===== src/rtl/mod_sub_pipe.sv =====
// rtl/mod_sub_pipe.sv - two-stage pipelined modular subtractor r = (a - b) mod Q
// Defining MOD_SUB_RANGE_CHK_EN adds an input range flag carried to out_err.
module mod_sub_pipe #(
   parameter int DATA_WID = 12,
   parameter int Q        = 3329
) (
   input  logic                clk,
   input  logic                rst_n,
   input  logic                in_valid,
   output logic                in_ready,
   input  logic [DATA_WID-1:0] in_a,
   input  logic [DATA_WID-1:0] in_b,
   output logic                out_valid,
   input  logic                out_ready,
   output logic [DATA_WID-1:0] out_r,
   output logic                out_err
);
   localparam logic [DATA_WID-1:0] Q_W = DATA_WID'(Q);

   logic                s1_valid;
   logic                s2_valid;
   logic                s1_adv;
   logic                s2_adv;
   logic [DATA_WID:0]   s1_diff;
   logic [DATA_WID:0]   diff_c;
   logic [DATA_WID-1:0] s2_r;
   logic [DATA_WID-1:0] fix_c;

   // An empty stage always advances, so bubbles collapse under a stalled output.
   assign s2_adv   = !s2_valid || out_ready;
   assign s1_adv   = !s1_valid || s2_adv;
   assign in_ready = s1_adv;

   assign diff_c = {1'b0, in_a} - {1'b0, in_b};
   assign fix_c  = s1_diff[DATA_WID] ? (s1_diff[DATA_WID-1:0] + Q_W)
                                     : s1_diff[DATA_WID-1:0];

   always_ff @(posedge clk or negedge rst_n) begin
      if (!rst_n) begin
         s1_valid <= 1'b0;
         s1_diff  <= '0;
      end else if (s1_adv) begin
         s1_valid <= in_valid;
         if (in_valid) begin
            s1_diff <= diff_c;
         end
      end
   end

   always_ff @(posedge clk or negedge rst_n) begin
      if (!rst_n) begin
         s2_valid <= 1'b0;
         s2_r     <= '0;
      end else if (s2_adv) begin
         s2_valid <= s1_valid;
         if (s1_valid) begin
            s2_r <= fix_c;
         end
      end
   end

   assign out_valid = s2_valid;
   assign out_r     = s2_r;

`ifdef MOD_SUB_RANGE_CHK_EN
   logic s1_err;
   logic s2_err;

   always_ff @(posedge clk or negedge rst_n) begin
      if (!rst_n) begin
         s1_err <= 1'b0;
      end else if (s1_adv && in_valid) begin
         s1_err <= (in_a >= Q_W) || (in_b >= Q_W);
      end
   end

   always_ff @(posedge clk or negedge rst_n) begin
      if (!rst_n) begin
         s2_err <= 1'b0;
      end else if (s2_adv && s1_valid) begin
         s2_err <= s1_err;
      end
   end

   assign out_err = s2_err && s2_valid;
`else
   assign out_err = 1'b0;
`endif

endmodule


===== config.mk =====
export PLATFORM = sky130hd
export DESIGN_NAME = mod_sub_pipe
export DESIGN_NICKNAME = d
export VERILOG_FILES = /design/src/rtl/mod_sub_pipe.sv
export SDC_FILE = /design/constraint.sdc
export NUM_CORES = 1
export LEC_CHECK = 0
export CAP_MARGIN = 20
export CORE_MARGIN = 2
export CORE_UTILIZATION = 45
export DETAILED_ROUTE_END_ITERATION = 6
export DONT_BUFFER_PORTS = 1
export PLACE_DENSITY = 0.59
export SLEW_MARGIN = 20
export SYNTH_ARGS = -nofsm -noshare
export SYNTH_HDL_FRONTEND = slang
export SYNTH_SLANG_ARGS = --single-unit

===== constraint.sdc =====
create_clock -name clk -period 2.7 [get_ports clk]
set_clock_uncertainty 0.1 [all_clocks]
set_input_delay 0.405 -clock clk [delete_from_list [all_inputs] [get_ports clk]]
set_output_delay 0.405 -clock clk [all_outputs]
set_load 0.05 [all_outputs]

======== Word-level counts from Yosys, hierarchy flattened ========
Cells that the tools add are included.
storage, ports and cells
  register bits ........................... 27
  output and inout port bits .............. 15
  input bits .............................. 28
  word-level logic and storage cells ...... 13
operators by class
  $add $sub $neg .......................... 2
  reductions and logical operators ........ 6
  muxes and demuxes ....................... 1
operator list
  cell                                            count
  12-bit by 12-bit subtractor with 13-bit output  1
  12-bit adder, second input constant             1
  12-bit two-way mux                              1
  2-bit AND reduction                             2
  1-bit zero test                                 2
  1-bit logical OR                                2

======== Longest topological paths before layout ========
  word-level depth ........................ 4
  gate-level depth with buffers ........... 8
  gate-level depth less buffers ........... 8

======== Worst setup path after synthesis ========
No wires, ideal clock.
  kind .................................... flip-flop to flip-flop
  start ................................... register s2_valid (netlist: out_valid)
  end ..................................... register s1_diff[10]
  buffers on the path ..................... 0
  period minus slack after synthesis ...... 2.352 ns
  data required time ...................... 2.469 ns
  arrival time ............................ 2.121 ns
  stages on the path, launching flop included .. 6
  path slack .............................. 0.348 ns
  cell sequence ........................... dfrtp_1 > nand3b_1 > nand2_2 > inv_1 > and4_1 > or3_1
between the ends
  longest elaborated chain between the ends .. 4
ends and longest elaborated chain
  what                                  line  source
  start, declared                       21    logic s2_valid;
  start signal, assigned                55    s2_valid <= s1_valid;
  1-bit zero test                       30    assign s2_adv = !s2_valid || out_ready;
  1-bit logical OR                      30
  1-bit logical OR                      31    assign s1_adv = !s1_valid || s2_adv;
  named net in_ready                    10    output logic in_ready,
  2-bit AND reduction (no source line)  -
  end signal, assigned                  45    s1_diff <= diff_c;
  end, declared                         24    logic [DATA_WID:0] s1_diff;
The timed path passes the listed nets, and every way through them passes these cells.
A chain may end at the register's enable or synchronous reset.

======== Worst setup path in the final report ========
  start ................................... input port in_a[0]
  end ..................................... register s1_diff[10]
between the ends
  longest elaborated chain between the ends .. 1
ends and longest elaborated chain
  what                                            line  source
  start, declared                                 11    input logic [DATA_WID-1:0] in_a,
  12-bit by 12-bit subtractor with 13-bit output  34    assign diff_c = {1'b0, in_a} - {1'b0, in_b};
No other way between the ends.

==> impl_metrics.ini <==
[routing]
dr.pass1.iters = 4
antenna_left = 0
vias_per_cell = 5.35
drtIter0Drc = 25
wire_per_inst_um = 12.9
wl_um = 3330
vias = 1381
route.detailed.drc = 0

[synthesis]
yosysMostFrequentCell = nand2_1
synth_edf_count = 0
synth_area_leader_cell = dfrtp_1
synth_ff_type = dfrtp_1
synth_common_cells = 36 x nand2_1, 27 x dfrtp_1, 19 x o21ai_1
syn_avg_cell_area_sq_um = 8.75
synthTopCellsByArea = dfrtp_1 37%, ha_1 8.9%, nand2_1 7.4%
syn_area_sq_um = 1820
synthCells = 208
synth_top_area_share = 0.371
async_flop_share = 1.00
ys.warnings.count = 0
ys_seq_area_frac = 0.371
ys_seq_elements = 27
synth_cell_types = 42
syn_nets = 250

[floorplanning]
num_rows = 23
die_area_sq_um = 4570
ios = 43
start_util = 0.461
core_area_sq_um = 3940
die_w_um = 67.6
die_y_um = 67.6

[clock_tree]
htreeDepth = 1
cts_resized = 0
cts_tree = done
cts.path.max_buffers = 2
clkSlewWorstSetupHoldPaths_ns = 0.09
cts-buffers-inserted = 3
root_buffer = clkbuf_8
clkLatencyLatePin_ns = 0.27
cts_sinks = 27

[final_layout]
fin_util = 0.492
drive_above_1_share = 0.0673
fin_area_sq_um = 1940
fin_nets = 251
n_fill_cell = 376
antenna_cells = 0
layout-area-overhead-vs-synth_pct = 6.53

[grt]
overflow = 0
grt_usage = 0.159
grt_pass1_wl_um = 5580
first_global_vias = 1348
grt_max_degree = 28
antenna_found_initial = 0

[timing]
worst_pin_slew_ns = 0.639
finalCritPeriodShare = 0.752
finalSetupTns_ns = 0
finalHoldViolCount = 0
finalMaxSlewViolations = 0
setup_viol = 0
rsz0062_at_grt = no
layout_min_cycle_time_ns = 2.03
max_freq_mhz = 492
relSlewSlack = 0.573

[placed_design]
gp_congestion = 0.853
placed_area_sq_um = 1860
place_hpwl_um = 2710
port_buffers = 0

[critical_path]
crit_path_end = s1_diff[10]
critPathLaunchType = primary input
crit_path_cell_trace = inv_1, ha_1, fa_1, nand2b_1, a21oi_2, o221a_4, a21oi_1, or3_1
r2r_slack_ns = 0.74
crit_cells = 8
crit_family = adder cells
path_class = in -> reg
ff2ff_path_depth = 6
critPathArrivalTime_ns = 2.09
slowest_delay_ns = 0.39
crit_start = in_a[0]
crit_required_ns = 2.76
slowest_stage = fa_1
reg2reg_from = out_valid
cp_max_fo = 4
worst_r2r_endpoint = s1_diff[10]
crit_path_end_kind = register
path_buf_inv = 1

[pwr]
vdd_ir_drop_max_v = 0.000238
power_leakage_nw = 0.898
cellPowerDensity_nw_per_um2 = 712
report.power.total_mw = 1.38

[hold_path]
holdCritPathClass = in -> reg

[run]
drv_cap = 0

[status]
status = complete, no violations
[final cells by class]
class	count	area (sq um)	share of cell area
Tap cell	50	62.6	0.0323
Clock buffer	3	41.3	0.0213
Clock inverter	1	7.51	0.00387
Sequential cell	27	676	0.349
Timing Repair Buffer	4	45.0	0.0232
Multi-Input combinational cell	156	1040	0.538
Inverter	17	63.8	0.0329
[flip-flops by register name (all words and copies together), names as in the netlist]
register / cells
out_r: 12
s1_diff: 13
s1_valid: 1
out_valid: 1
[metal layers]
| metal | vias to the layer above | wire (um) | track usage |
|---|---|---|---|
| met2 | 38 | 1580 | 0.267 |
| met5 | - | 0 | 0 |
| met3 | 7 | 144 | 0.0150 |
| met1 | 619 | 1520 | 0.195 |
| li1 | 717 | - | - |
| met4 | 0 | 87 | 0.0944 |
[cell usage in the layout, fill, tap and decap left out, drive strengths merged]
cell / n
a2111o: 1
a21o: 3
a21oi: 13
a311o: 1
a31o: 1
a31oi: 2
and2: 1
and3: 2
and4: 1
buf: 3
clkbuf: 3
clkinvlp: 1
conb: 1
dfrtp: 27
dlygate4sd3: 1
fa: 1
ha: 13
inv: 17
mux2i: 1
nand2: 37
nand2b: 10
nand3: 5
nand3b: 1
nand4: 4
nor2: 4
nor2b: 1
nor3: 2
o2111ai: 2
o211ai: 2
o21a: 3
o21ai: 20
o221a: 1
o311ai: 1
o31ai: 5
or3: 1
xnor2: 4
xor2: 12
[cell families after synthesis]
logic type | after synthesis | share of synthesized area
AO/OA/AOI/OAI | 55 | 0.208
XOR/XNOR | 16 | 0.0770
adder cells (fa/ha/maj) | 14 | 0.100
buffers and inverters | 25 | 0.0557
flip-flops | 27 | 0.371
multiplexers | 1 | 0.00550
other | 1 | 0.00206
AND/OR/NAND/NOR | 69 | 0.180
[repair_timing]
action                    4_1_cts  5_1_grt
setup buffers                   0        0
hold endpoints to repair       27        0
hold buffers                    2        0
[stage by stage]
step           hold WS, ns  setup WS (ns)  cells
3_3_place_gp        0.0101          0.449    252
4_1_cts              0.133          0.678    258
3_5_place_dp        0.0103          0.378    252
5_1_grt              0.145          0.591    258
6_report             0.139          0.669    258
2_1_floorplan      0.00941          0.348    208
[report_power, final]
part / internal (mW) / switching [mW]
sequential: 0.501 / 0.310
combinational: 0.151 / 0.191
clock: 0.105 / 0.123
[how the worst min path moves through the flow]
stage / slack (ns) / from / end / cells after the start
floorplan: 0.009 / rst_n / out_r[0] / 0
global placement: 0.01 / rst_n / out_r[11] / 0
detailed placement: 0.01 / rst_n / out_r[9] / 0
CTS: 0.13 / in_valid / s1_valid / 1
global route: 0.14 / in_valid / s1_valid / 1
finish: 0.14 / in_valid / s1_valid / 1
(Power assumes the default switching activity.)
